$ cat config.mk
export PLATFORM = sky130hd
export DESIGN_NAME = mole_game_fsm
export DESIGN_NICKNAME = d
export VERILOG_FILES = /design/src/rtl/mole_game_fsm.sv
export SDC_FILE = /design/constraint.sdc
export NUM_CORES = 1
export LEC_CHECK = 0
export ABC_AREA = 1
export BUFFER_PORTS_ARGS = -buffer_cell sky130_fd_sc_hd__buf_4
export CORE_ASPECT_RATIO = 1.2
export CORE_UTILIZATION = 40
export CTS_CLUSTER_SIZE = 8
export DETAILED_ROUTE_END_ITERATION = 16
export PLACE_DENSITY = 0.57
export SYNTH_ARGS = -nofsm -noshare
export SYNTH_HDL_FRONTEND = slang
export SYNTH_SLANG_ARGS = --single-unit
$ cat constraint.sdc
create_clock -name clk -period 11 [get_ports clk]
set_input_delay 0.55 -clock clk [delete_from_list [all_inputs] [get_ports clk]]
set_output_delay 0.55 -clock clk [all_outputs]
set_load 0.05 [all_outputs]
$ cat src/rtl/mole_game_fsm.sv
// mole_game_fsm: game controller for the switch-whack game.
// Spawns moles on the LED bank from the LFSR nibble, scores switch flips
// against lit moles, and sequences IDLE -> ARM -> PLAY -> DONE.
// Ports:
//   clk, rst          system clock, asynchronous active-high reset
//   start             debounced start button (level, edge-detected here)
//   game_over         countdown expiry flag from the 1 Hz domain
//   switches          debounced switch levels, one per mole
//   random            LFSR nibble; low bits pick the spawn position
//   lfsr_en           LFSR shift enable
//   rst_game          countdown reset request (level)
//   leds              lit moles
//   points            saturating score, 0..MAX_POINTS
//   state             IDLE=0, ARM=1, PLAY=2, DONE=3
module mole_game_fsm #(
  parameter int unsigned NUM_MOLES   = 8,
  parameter int unsigned SPAWN_TICKS = 50000000,
  parameter int unsigned ARM_TICKS   = 110000000,
  parameter int unsigned MAX_POINTS  = 99
) (
  input  logic                 clk,
  input  logic                 rst,
  input  logic                 start,
  input  logic                 game_over,
  input  logic [NUM_MOLES-1:0] switches,
  input  logic [3:0]           random,
  output logic                 lfsr_en,
  output logic                 rst_game,
  output logic [NUM_MOLES-1:0] leds,
  output logic [10:0]          points,
  output logic [1:0]           state
);

  localparam logic [1:0] IDLE = 2'd0;
  localparam logic [1:0] ARM  = 2'd1;
  localparam logic [1:0] PLAY = 2'd2;
  localparam logic [1:0] DONE = 2'd3;

  localparam int unsigned IDX_W   = $clog2(NUM_MOLES);
  localparam int unsigned POP_W   = $clog2(NUM_MOLES + 1);
  localparam int unsigned SPAWN_W = (SPAWN_TICKS > 1) ? $clog2(SPAWN_TICKS) : 1;
  localparam int unsigned ARM_W   = (ARM_TICKS > 1) ? $clog2(ARM_TICKS) : 1;
  localparam int unsigned SCORE_W = 12;

  logic [SPAWN_W-1:0]   spawn_cnt, spawn_cnt_d;
  logic [ARM_W-1:0]     arm_cnt, arm_cnt_d;
  logic [NUM_MOLES-1:0] sw_last;
  logic                 start_last;
  logic                 go_q;
  logic [1:0]           state_d;
  logic [NUM_MOLES-1:0] leds_d;
  logic [10:0]          points_d;

  logic                      start_edge;
  logic [NUM_MOLES-1:0]      chg, hits, misses, spawn_mask;
  logic                      spawn_wrap;
  logic [POP_W-1:0]          hit_cnt, miss_cnt;
  logic signed [SCORE_W-1:0] score_sum;
  logic [10:0]               score_clamped;

  // Flip detection, spawn decode and clamped score update
  always_comb begin
    start_edge = start & ~start_last;
    chg        = switches ^ sw_last;
    hits       = chg & leds;
    misses     = chg & ~leds;
    hit_cnt    = POP_W'($countones(hits));
    miss_cnt   = POP_W'($countones(misses));
    spawn_wrap = (spawn_cnt == SPAWN_W'(SPAWN_TICKS - 1));
    spawn_mask = NUM_MOLES'(1) << random[IDX_W-1:0];
    score_sum  = $signed(SCORE_W'(points)) + $signed(SCORE_W'(hit_cnt))
               - $signed(SCORE_W'(miss_cnt));
    if (score_sum < 12'sd0)
      score_clamped = '0;
    else if (score_sum > $signed(SCORE_W'(MAX_POINTS)))
      score_clamped = 11'(MAX_POINTS);
    else
      score_clamped = 11'(score_sum);
  end

  // Next-state and datapath next values
  always_comb begin
    state_d     = state;
    leds_d      = leds;
    points_d    = points;
    spawn_cnt_d = spawn_cnt;
    arm_cnt_d   = arm_cnt;
    case (state)
      IDLE: begin
        leds_d = '0;
        if (start_edge) begin
          state_d   = ARM;
          points_d  = '0;
          arm_cnt_d = '0;
        end
      end
      ARM: begin
        leds_d = '0;
        if (arm_cnt == ARM_W'(ARM_TICKS - 1)) begin
          state_d     = PLAY;
          spawn_cnt_d = '0;
        end else begin
          arm_cnt_d = arm_cnt + ARM_W'(1);
        end
      end
      PLAY: begin
        spawn_cnt_d = spawn_wrap ? '0 : spawn_cnt + SPAWN_W'(1);
        // Hits are masked with the pre-spawn LEDs so a coincident hit wins
        leds_d   = (leds | (spawn_wrap ? spawn_mask : '0)) & ~hits;
        points_d = score_clamped;
        if (go_q) begin
          state_d = DONE;
          leds_d  = '0;
        end
      end
      DONE: begin
        leds_d = '0;
        if (start_edge) begin
          state_d   = ARM;
          points_d  = '0;
          arm_cnt_d = '0;
        end
      end
      default: begin
        state_d = IDLE;
        leds_d  = '0;
      end
    endcase
  end

  // State, datapath and registered outputs
  always_ff @(posedge clk or posedge rst) begin
    if (rst) begin
      state      <= IDLE;
      leds       <= '0;
      points     <= '0;
      spawn_cnt  <= '0;
      arm_cnt    <= '0;
      sw_last    <= '0;
      start_last <= 1'b1;
      go_q       <= 1'b0;
      lfsr_en    <= 1'b0;
      rst_game   <= 1'b1;
    end else begin
      state      <= state_d;
      leds       <= leds_d;
      points     <= points_d;
      spawn_cnt  <= spawn_cnt_d;
      arm_cnt    <= arm_cnt_d;
      sw_last    <= switches;
      start_last <= start;
      go_q       <= game_over;
      lfsr_en    <= (state_d != DONE);
      rst_game   <= (state_d == IDLE) || (state_d == ARM);
    end
  end

endmodule

==> reports/results.tsv <==
metric	value	unit
layout_setup_ws	4.71	ns
synth_cell_types	40	
dr_wl_met2	6830	um
dp_slack	4.40	ns
ctsHoldBuffers	0	
fin_crit	6.29	ns
cts_resized	0	
routedWlPerCell	13.4	um
syn-cell-area	6160	um^2
ios	39	
multi_input_area	3480	um^2
final_cell_area	6940	um^2
status	finished, final reports clean	
drv_slew	0	
dieArea	15900	um^2
endpoint_kind	register	
overflow	0	
synthTopCellsByArea	dfrtp_1, nand2_1, ha_1	
antenna_found_initial	0	
dr_wl_met3	366	um
track_usage	19.9	%
cts_tree	yes	
syn_inst	837	
clk_pin_slew	0.06	ns
syn-num-nets	901	
max-slew-margin-rel	37.0	%
grt_pass1_vias	5122	
synth_top_area_cell	dfrtp_1	
ys_warn_count	0	
start_kind	register	
path_max_fanout	4	
htree_levels	3	
post_dp_cell_area	6620	um^2
nNetsFinal	937	
clock_sinks	86	
dr.pass1.iters	4	
drt-met1-wl	7130	um
route.detailed.drc	0	
skew	0.00578	ns
cap_violations	0	
synth_edf_count	0	
setup_tns	0	ns
drive_gt1_share	9.11	%
rows	49	
setup_viol	0	
synth_top_area_share	34.1	%
hpwlAfterDp	10800	um
fillers	1544	
grt_pass1_wl	24800	um
hold_class	input pin to async pin	
vias	5372	
core-area	15000	um^2
max_freq	159	MHz
root_buffer	clkbuf_16	
area_delta_synth_final	12.6	%
cp.arrival	6.50	ns
ys_seq_elements	86	
synth_ff_type	dfrtp_1	
ant_nets	0	
clk_latency	0.35	ns
diodes	0	
die_w	115	um
whs	0.127	ns
p_total	1020	uW
routed_via_density	4.96	
ff_latch_area	2150	um^2
netlist_top_cells_count	nand2_1, inv_1, nor2_1	
synth.avg_cell_area	7.36	um^2
port_buffers	37	
rsz0062_at_grt	false	
cts_buffer_depth	2	
p_leak	0.00325	uW
routed_wirelength	14500	um
die_y	138	um
yosysMostFrequentCell	nand2_1	
critical_path_class	register to register	
hold_violations	0	
tightest_slew	0.942	ns
seq_area_frac_synth	35.0	%
grt_start_max_net_pins	70	
cts_buffers	9	
p_per_area	147	nW/um^2
initial_core_util	41.0	%
cts_setup_buffers	0	
critical_path_required	11.21	ns
top_layer_used	met4	
first_iter_violations	352	
ir_worst_vdd	75.2	uV
synth-async-reset-ratio	100	%
period_share	57.2	%
place_congestion	0.884	
==> layout make-up <==
type,instances,area share (%)
clock buffers,9,3.25
well taps,204,3.68
clock inverters,7,1.28
repair buffers,38,4.11
multi-input cells,619,50.1
inverters,119,6.48
flip-flops and latches,86,31.1
==> registers in the layout (all words and copies together) (netlist names) <==
name / count
go_q: 1
arm_cnt: 27
spawn_cnt: 26
rst_game: 1
state: 2
sw_last: 8
start_last: 1
lfsr_en: 1
points: 11
leds: 8
==> final timing paths <==
path	cells after the start	to	slack [ns]	start
min in group clk	1	go_q	0.30	game_over
max in group asynchronous	3	spawn_cnt[16]	9.72	rst
max	25	points[0]	4.71	sw_last[0]
min reg2reg	2	points[10]	0.52	points[10]
max reg2reg	25	points[0]	4.71	sw_last[0]
min	2	points[10]	0.13	rst
==> where the power goes <==
part | switching (uW) | internal (uW)
clock network | 134 | 198
registers | 6.50 | 324
logic | 236 | 123
total | 376 | 645
==> cell usage in the layout, fill, tap and decap left out, drive strengths merged, types with 15 or more instances in the layout <==
master  Yosys  layout
buf         9      38
nand3      62      62
nand2     211     211
dfrtp      84      84
o21ai      32      32
nor2      104     104
xnor2      15      15
ha         39      39
nand4      26      26
nor3       26      26
inv       119     119
xor2       20      20
a21oi      22      22
==> layer usage <==
layer / global-route usage, % / vias to the layer above
met3: 2.80 / 12
li1: - / 2777
met5: 0 / -
met2: 32.9 / 68
met4: 6.49 / 0
met1: 26.8 / 2515
==> worst max-delay path, cell delays in order, from the launching register on <==
cell and delay, ns:
dfrtp_1 0.37, xnor2_1 0.21, nor2_1 0.09, fa_1 0.53, inv_1 0.06, fa_1 0.52, fa_1 0.54, inv_1 0.05
ha_1 0.29, ha_1 0.32, fa_1 0.51, fa_1 0.51, fa_1 0.44, fa_1 0.42, inv_1 0.12, nand2_1 0.05
nand2_1 0.10, nand3_1 0.10, nand2_1 0.08, nand3_1 0.10, nand3_1 0.09, nand3_1 0.09, nor2_1 0.31, nand2_1 0.09
nand2_1 0.06, o21ai_0 0.08
==> logic make-up after synthesis <==
| group | Yosys count | share of synthesized area [%] |
|---|---|---|
| AOI/OAI and AO/OA | 79 | 7.43 |
| adders and majority gates | 48 | 10.8 |
| xor gates and xnor gates | 35 | 4.98 |
| buffers and inverters | 132 | 8.57 |
| DFF | 86 | 35.0 |
| and+or+nand+nor | 457 | 33.2 |
==> per-stage QoR <==
| step | utilization (%) | cells |
|---|---|---|
| final | 46.2 | 1082 |
| after global routing | 46.2 | 1082 |
| after CTS | 46.2 | 1082 |
| after detailed placement | 44.1 | 1066 |
| after global placement | 44.1 | 1066 |
| after floorplan | - | 837 |
No activity file was read; power rests on OpenSTA's default activity.
